`src/rtl/router_fsm_nch_pkg.sv`:
```
// Shared state encoding and elaboration helpers for the 1xN router ingress controller.
package router_fsm_nch_pkg;

  // Values 0..7 keep the 1x3 controller's encoding; DROP extends it.
  typedef enum logic [3:0] {
    StDecodeAddress    = 4'd0,
    StLoadFirstData    = 4'd1,
    StLoadData         = 4'd2,
    StWaitTillEmpty    = 4'd3,
    StCheckParityError = 4'd4,
    StLoadParity       = 4'd5,
    StFifoFullState    = 4'd6,
    StLoadAfterFull    = 4'd7,
    StDropPacket       = 4'd8
  } router_state_e;

  // Ceiling log2, never below 1 so a counter always has at least one bit.
  function automatic int unsigned clog2_min1(input int unsigned value);
    int unsigned width;
    width = 0;
    while ((64'd1 << width) < 64'(value)) width++;
    return (width == 0) ? 1 : width;
  endfunction

endpackage

```
`src/rtl/router_fsm_nch.sv`:
```
// Ingress controller for a 1xN packet router: decodes the header address, sequences
// header/payload/parity loads into the chosen FIFO and drops bad or stalled packets.
module router_fsm_nch
  import router_fsm_nch_pkg::*;
#(
  parameter int unsigned NUM_CH       = 3,
  parameter int unsigned ADDR_W       = 2,
  parameter int unsigned WAIT_TIMEOUT = 64
) (
  input  logic              clk,
  input  logic              rst,
  input  logic              pkt_valid,
  input  logic              fifo_full,
  input  logic [NUM_CH-1:0] fifo_empty,
  input  logic [NUM_CH-1:0] soft_rst,
  input  logic              parity_done,
  input  logic              low_pkt_valid,
  input  logic [ADDR_W-1:0] din,
  output logic              wr_en_reg,
  output logic              detect_addr,
  output logic              ld_state,
  output logic              laf_state,
  output logic              lfd_state,
  output logic              full_state,
  output logic              rst_int_reg,
  output logic              busy,
  output logic              drop_state,
  output logic [ADDR_W-1:0] sel_ch,
  output logic              addr_err,
  output logic              wait_tmo
);

  localparam int unsigned AddrSpan = 2 ** ADDR_W;
  localparam int unsigned CntW     = clog2_min1(WAIT_TIMEOUT + 1);
  localparam logic [ADDR_W:0] NumChW = (ADDR_W + 1)'(NUM_CH);
  localparam logic [CntW-1:0] TmoLast = (WAIT_TIMEOUT == 0) ? '0 : CntW'(WAIT_TIMEOUT - 1);
  localparam logic TmoEnable = (WAIT_TIMEOUT != 0);

  router_state_e     state_q, state_d;
  logic [ADDR_W-1:0] sel_q, sel_d;
  logic [CntW-1:0]   cnt_q, cnt_d;
  logic              addr_err_q, addr_err_d;
  logic              wait_tmo_q, wait_tmo_d;

  logic [AddrSpan-1:0] empty_ext;
  logic [AddrSpan-1:0] srst_ext;
  logic                din_valid;
  logic                sel_srst;
  logic                tmo_hit;

  // Widen per-channel flags to the full address space so any address indexes safely.
  always_comb begin
    empty_ext               = '0;
    empty_ext[NUM_CH-1:0]   = fifo_empty;
    srst_ext                = '0;
    srst_ext[NUM_CH-1:0]    = soft_rst;
  end

  assign din_valid = ({1'b0, din} < NumChW);
  assign sel_srst  = srst_ext[sel_q];
  assign tmo_hit   = TmoEnable && (cnt_q == TmoLast);

  always_comb begin
    state_d    = state_q;
    sel_d      = sel_q;
    addr_err_d = 1'b0;
    wait_tmo_d = 1'b0;
    if (sel_srst && (state_q != StDecodeAddress) && (state_q != StDropPacket)) begin
      state_d = StDecodeAddress;
    end else begin
      unique case (state_q)
        StDecodeAddress: begin
          if (pkt_valid) begin
            if (din_valid) begin
              sel_d   = din;
              state_d = empty_ext[din] ? StLoadFirstData : StWaitTillEmpty;
            end else begin
              state_d    = StDropPacket;
              addr_err_d = 1'b1;
            end
          end
        end
        StLoadFirstData: state_d = StLoadData;
        StLoadData: begin
          if (fifo_full)       state_d = StFifoFullState;
          else if (!pkt_valid) state_d = StLoadParity;
        end
        StFifoFullState: begin
          if (!fifo_full) state_d = StLoadAfterFull;
        end
        StLoadAfterFull: begin
          if (parity_done)        state_d = StDecodeAddress;
          else if (low_pkt_valid) state_d = StLoadParity;
          else                    state_d = StLoadData;
        end
        StLoadParity:       state_d = StCheckParityError;
        StCheckParityError: state_d = fifo_full ? StFifoFullState : StDecodeAddress;
        StWaitTillEmpty: begin
          // An emptying FIFO wins over a timeout in the same cycle.
          if (empty_ext[sel_q]) begin
            state_d = StLoadFirstData;
          end else if (tmo_hit) begin
            state_d    = StDropPacket;
            wait_tmo_d = 1'b1;
          end
        end
        StDropPacket: begin
          if (!pkt_valid) state_d = StDecodeAddress;
        end
        default: state_d = StDecodeAddress;
      endcase
    end
  end

  // Counts cycles already spent waiting; saturates when the timeout is disabled.
  always_comb begin
    cnt_d = '0;
    if ((state_q == StWaitTillEmpty) && (state_d == StWaitTillEmpty)) begin
      cnt_d = (cnt_q == '1) ? cnt_q : cnt_q + 1'b1;
    end
  end

  always_ff @(posedge clk or posedge rst) begin
    if (rst) begin
      state_q    <= StDecodeAddress;
      sel_q      <= '0;
      cnt_q      <= '0;
      addr_err_q <= 1'b0;
      wait_tmo_q <= 1'b0;
    end else begin
      state_q    <= state_d;
      sel_q      <= sel_d;
      cnt_q      <= cnt_d;
      addr_err_q <= addr_err_d;
      wait_tmo_q <= wait_tmo_d;
    end
  end

  assign detect_addr = (state_q == StDecodeAddress);
  assign lfd_state   = (state_q == StLoadFirstData);
  assign ld_state    = (state_q == StLoadData);
  assign laf_state   = (state_q == StLoadAfterFull);
  assign full_state  = (state_q == StFifoFullState);
  assign rst_int_reg = (state_q == StCheckParityError);
  assign drop_state  = (state_q == StDropPacket);
  assign wr_en_reg   = ld_state || laf_state || (state_q == StLoadParity);
  assign busy        = !(detect_addr || ld_state || drop_state);
  assign sel_ch      = sel_q;
  assign addr_err    = addr_err_q;
  assign wait_tmo    = wait_tmo_q;

endmodule

```
`config.mk`:
```
export PLATFORM = sky130hd
export DESIGN_NAME = router_fsm_nch
export DESIGN_NICKNAME = d
export VERILOG_FILES = /design/src/rtl/router_fsm_nch_pkg.sv /design/src/rtl/router_fsm_nch.sv
export SDC_FILE = /design/constraint.sdc
export NUM_CORES = 1
export LEC_CHECK = 0
export BUFFER_PORTS_ARGS = -buffer_cell sky130_fd_sc_hd__clkbuf_2
export CELL_PAD_IN_SITES_DETAIL_PLACEMENT = 0
export CELL_PAD_IN_SITES_GLOBAL_PLACEMENT = 1
export CORE_UTILIZATION = 44
export CTS_BUF_LIST = sky130_fd_sc_hd__clkbuf_4
export DETAILED_ROUTE_END_ITERATION = 6
export PLACE_DENSITY = 0.86
export SLEW_MARGIN = 20
export SYNTH_ARGS = -nofsm -noshare
export SYNTH_HDL_FRONTEND = slang
export SYNTH_SLANG_ARGS = --single-unit
export TNS_END_PERCENT = 1
```
`constraint.sdc`:
```
create_clock -name clk -period 3.03 [get_ports clk]
set_clock_uncertainty 0.05 [all_clocks]
set_input_delay 0.606 -clock clk [delete_from_list [all_inputs] [get_ports clk]]
set_output_delay 0.606 -clock clk [all_outputs]
set_load 0.02 [all_outputs]
```
==> flow_summary.toml <==
[run_status]
status = "finished, final reports clean"

[cts]
clkSinkCount = 15
cts.clk_slew.worst_paths_ns = 0.10
htree_levels = 1
cts_tree = "built"
cts_buffers = 3
cts_setup_buffers = 0
clock_path_buffers = 2
ctsResizeCount = 0
insertion_delay_ns = 0.29
cts-root-buf = "clkbuf_4"
postCtsHoldBufs = 0

[power]
leakage_nw = 0.581
vdd_ir_drop_max_uv = 415
pwr-share-clk = 0.135
power_per_cell_area_mw_per_mm2 = 727
combinationalPowerShare = 0.489
total_power_mw = 0.882
switching_share = 0.486
seqPwrFrac = 0.376
internal-power_mw = 0.453
power_switching_mw = 0.429

[cells_and_area]
layout-drive-gt1-share = 0.321
nFillCells = 217
multi_input_area_um2 = 626
final_common_cell = "clkbuf_2"
utilization = 0.543
most-common-layout-cells = "clkbuf_2 (26), nor2_1 (20), dfrtp_1 (15)"
ff_latch_area_um2 = 375
nets = 153
diodes = 0
syn2layout_area_growth_pct = 15.2

[logic_synthesis]
synth-seq-cells = 15
yosysWarnings = 0
ys_seq_area_frac = 0.357
netlist_area_mm2 = 0.00105
synth_ff_type = "dfrtp_1"
synth_fp_nets = 126
syn_inst = 111
synth.distinct_cells = 43
synth_area_per_cell_um2 = 9.48
synth-edff-count = 0
async_reset_ff_frac = 1.00

[timing]
tightest_slew_ns = 0.582
relSlewSlack = 0.611
fmax_mhz = 435
final_max_slew_viol_count = 0
rsz0062_at_grt = "no"
tns_ns = 0
min_period_ns = 2.30
finalSetupViolations = 0
finalCritPeriodShare = 0.758
finalHoldViolCount = 0

[route]
ant_nets = 0
vias_per_cell = 5.59
wl_per_cell_um = 13.3
wl_um = 2200
vias = 922
firstDrtPassIters = 3
drt-initial-drc-count = 7
drcViolationCount = 0

[place]
place_congestion = 0.759
hpwl_um = 1640
place.port_buffers = 26

[floorplan]
die_w_um = 50.9
num_io_pins = 27
die_area_mm2 = 0.00259
fp.coreArea_mm2 = 0.00223
start_util = 0.471
rows = 17
die_h_um = 50.9

[critical_path]
setup.worst_path.end_class = "output pin"
crit_type = "reg -> out"
path_max_fanout = 15
startpoint = "state_q[2]"
crit_arrival_ns = 1.64
start_kind = "flip-flop"
r2r_start = "cnt_q[0]"
crit_required_ns = 2.37

[global_route]
grt_pass1_wl_um = 3810
grt_overflow_total = 0
first_global_vias = 871
grt_usage = 0.195
grt_max_degree = 16
antenna_found_initial = 0

[worst_hold_path]
timing.hold.worst.class = "in -> async"

[run]
max-cap-violations = 0
worst max-delay path, cell delays in order (launching register included):
cell	delay (ns)
dfrtp_1	0.57
or3_1	0.49
nor2_1	0.12
clkbuf_2	0.18
registers in the layout (all words and copies together) (netlist names):
register	cells
state_q	4
cnt_q	7
sel_ch	2
addr_err	1
wait_tmo	1
routing by layer:
metal	vias up	global-route usage	share of wire
met5	-	0	0
met4	0	0.0602	0.012
met3	4	0.0565	0.037
met2	18	0.305	0.49
met1	434	0.257	0.46
li1	466	-	-
metrics by stage:
step	hold slack (ns)	setup slack, ns	cell area (um^2)	cells
finish	0.288	0.732	1210	165
global route	0.348	0.585	1210	165
CTS	0.312	0.732	1210	165
detailed placement	0.483	1.07	1180	161
global placement	0.483	1.09	1180	161
floorplan	0.457	0.978	1050	111
logic make-up after synthesis:
group,after synthesis,share of synthesized area
adder cells (fa/ha/maj),1,0.0119
buffers and inverters,9,0.0487
AO/OA/AOI/OAI,29,0.238
flip-flops,15,0.357
AND/OR/NAND/NOR,51,0.289
multiplexers,5,0.0476
XOR/XNOR,1,0.00832
synthesized netlist by cell type, types with 2 or more instances:
library cell	count	share of area
dfrtp_1	15	0.36
o21ai_0	4	0.019
inv_1	4	0.014
nand2b_1	3	0.018
a211oi_2	2	0.024
o22a_1	2	0.017
mux2i_1	5	0.048
nor3_1	3	0.014
nand3b_1	2	0.014
buf_2	2	0.0095
nor2_1	20	0.071
buf_6	2	0.021
nand2_1	6	0.021
a21oi_1	5	0.024
nand3_1	3	0.014
a31oi_1	4	0.024
o21ai_1	2	0.0095
nor3_2	2	0.019
power groups by stage:
stage | Sequential, mW | Combinational, mW | Clock (mW)
floorplan | 0.302 | 0.354 | 0
global placement | 0.330 | 0.427 | 0
detailed placement | 0.334 | 0.430 | 0
CTS | 0.330 | 0.434 | 0.122
global route | 0.344 | 0.472 | 0.128
finish | 0.331 | 0.431 | 0.119
final cells by class:
cell class,count,share of cell area
well taps,28,0.0289
inverters,5,0.0155
repair buffers,26,0.107
multi-input cells,87,0.516
clock inverters,1,0.00413
clock buffers,3,0.0186
flip-flops and latches,15,0.310
path summary, 6_finish.rpt:
kind,to,slack [ns],cells past startpoint
setup / recovery,drop_state,0.73,3
hold / removal,addr_err,0.29,2
setup reg to reg,state_q[0],1.42,5
hold reg to reg,cnt_q[6],0.49,2
max in group asynchronous,state_q[3],2.26,2
min in group clk,cnt_q[6],0.49,2
No activity file was read; power rests on OpenSTA's default activity.
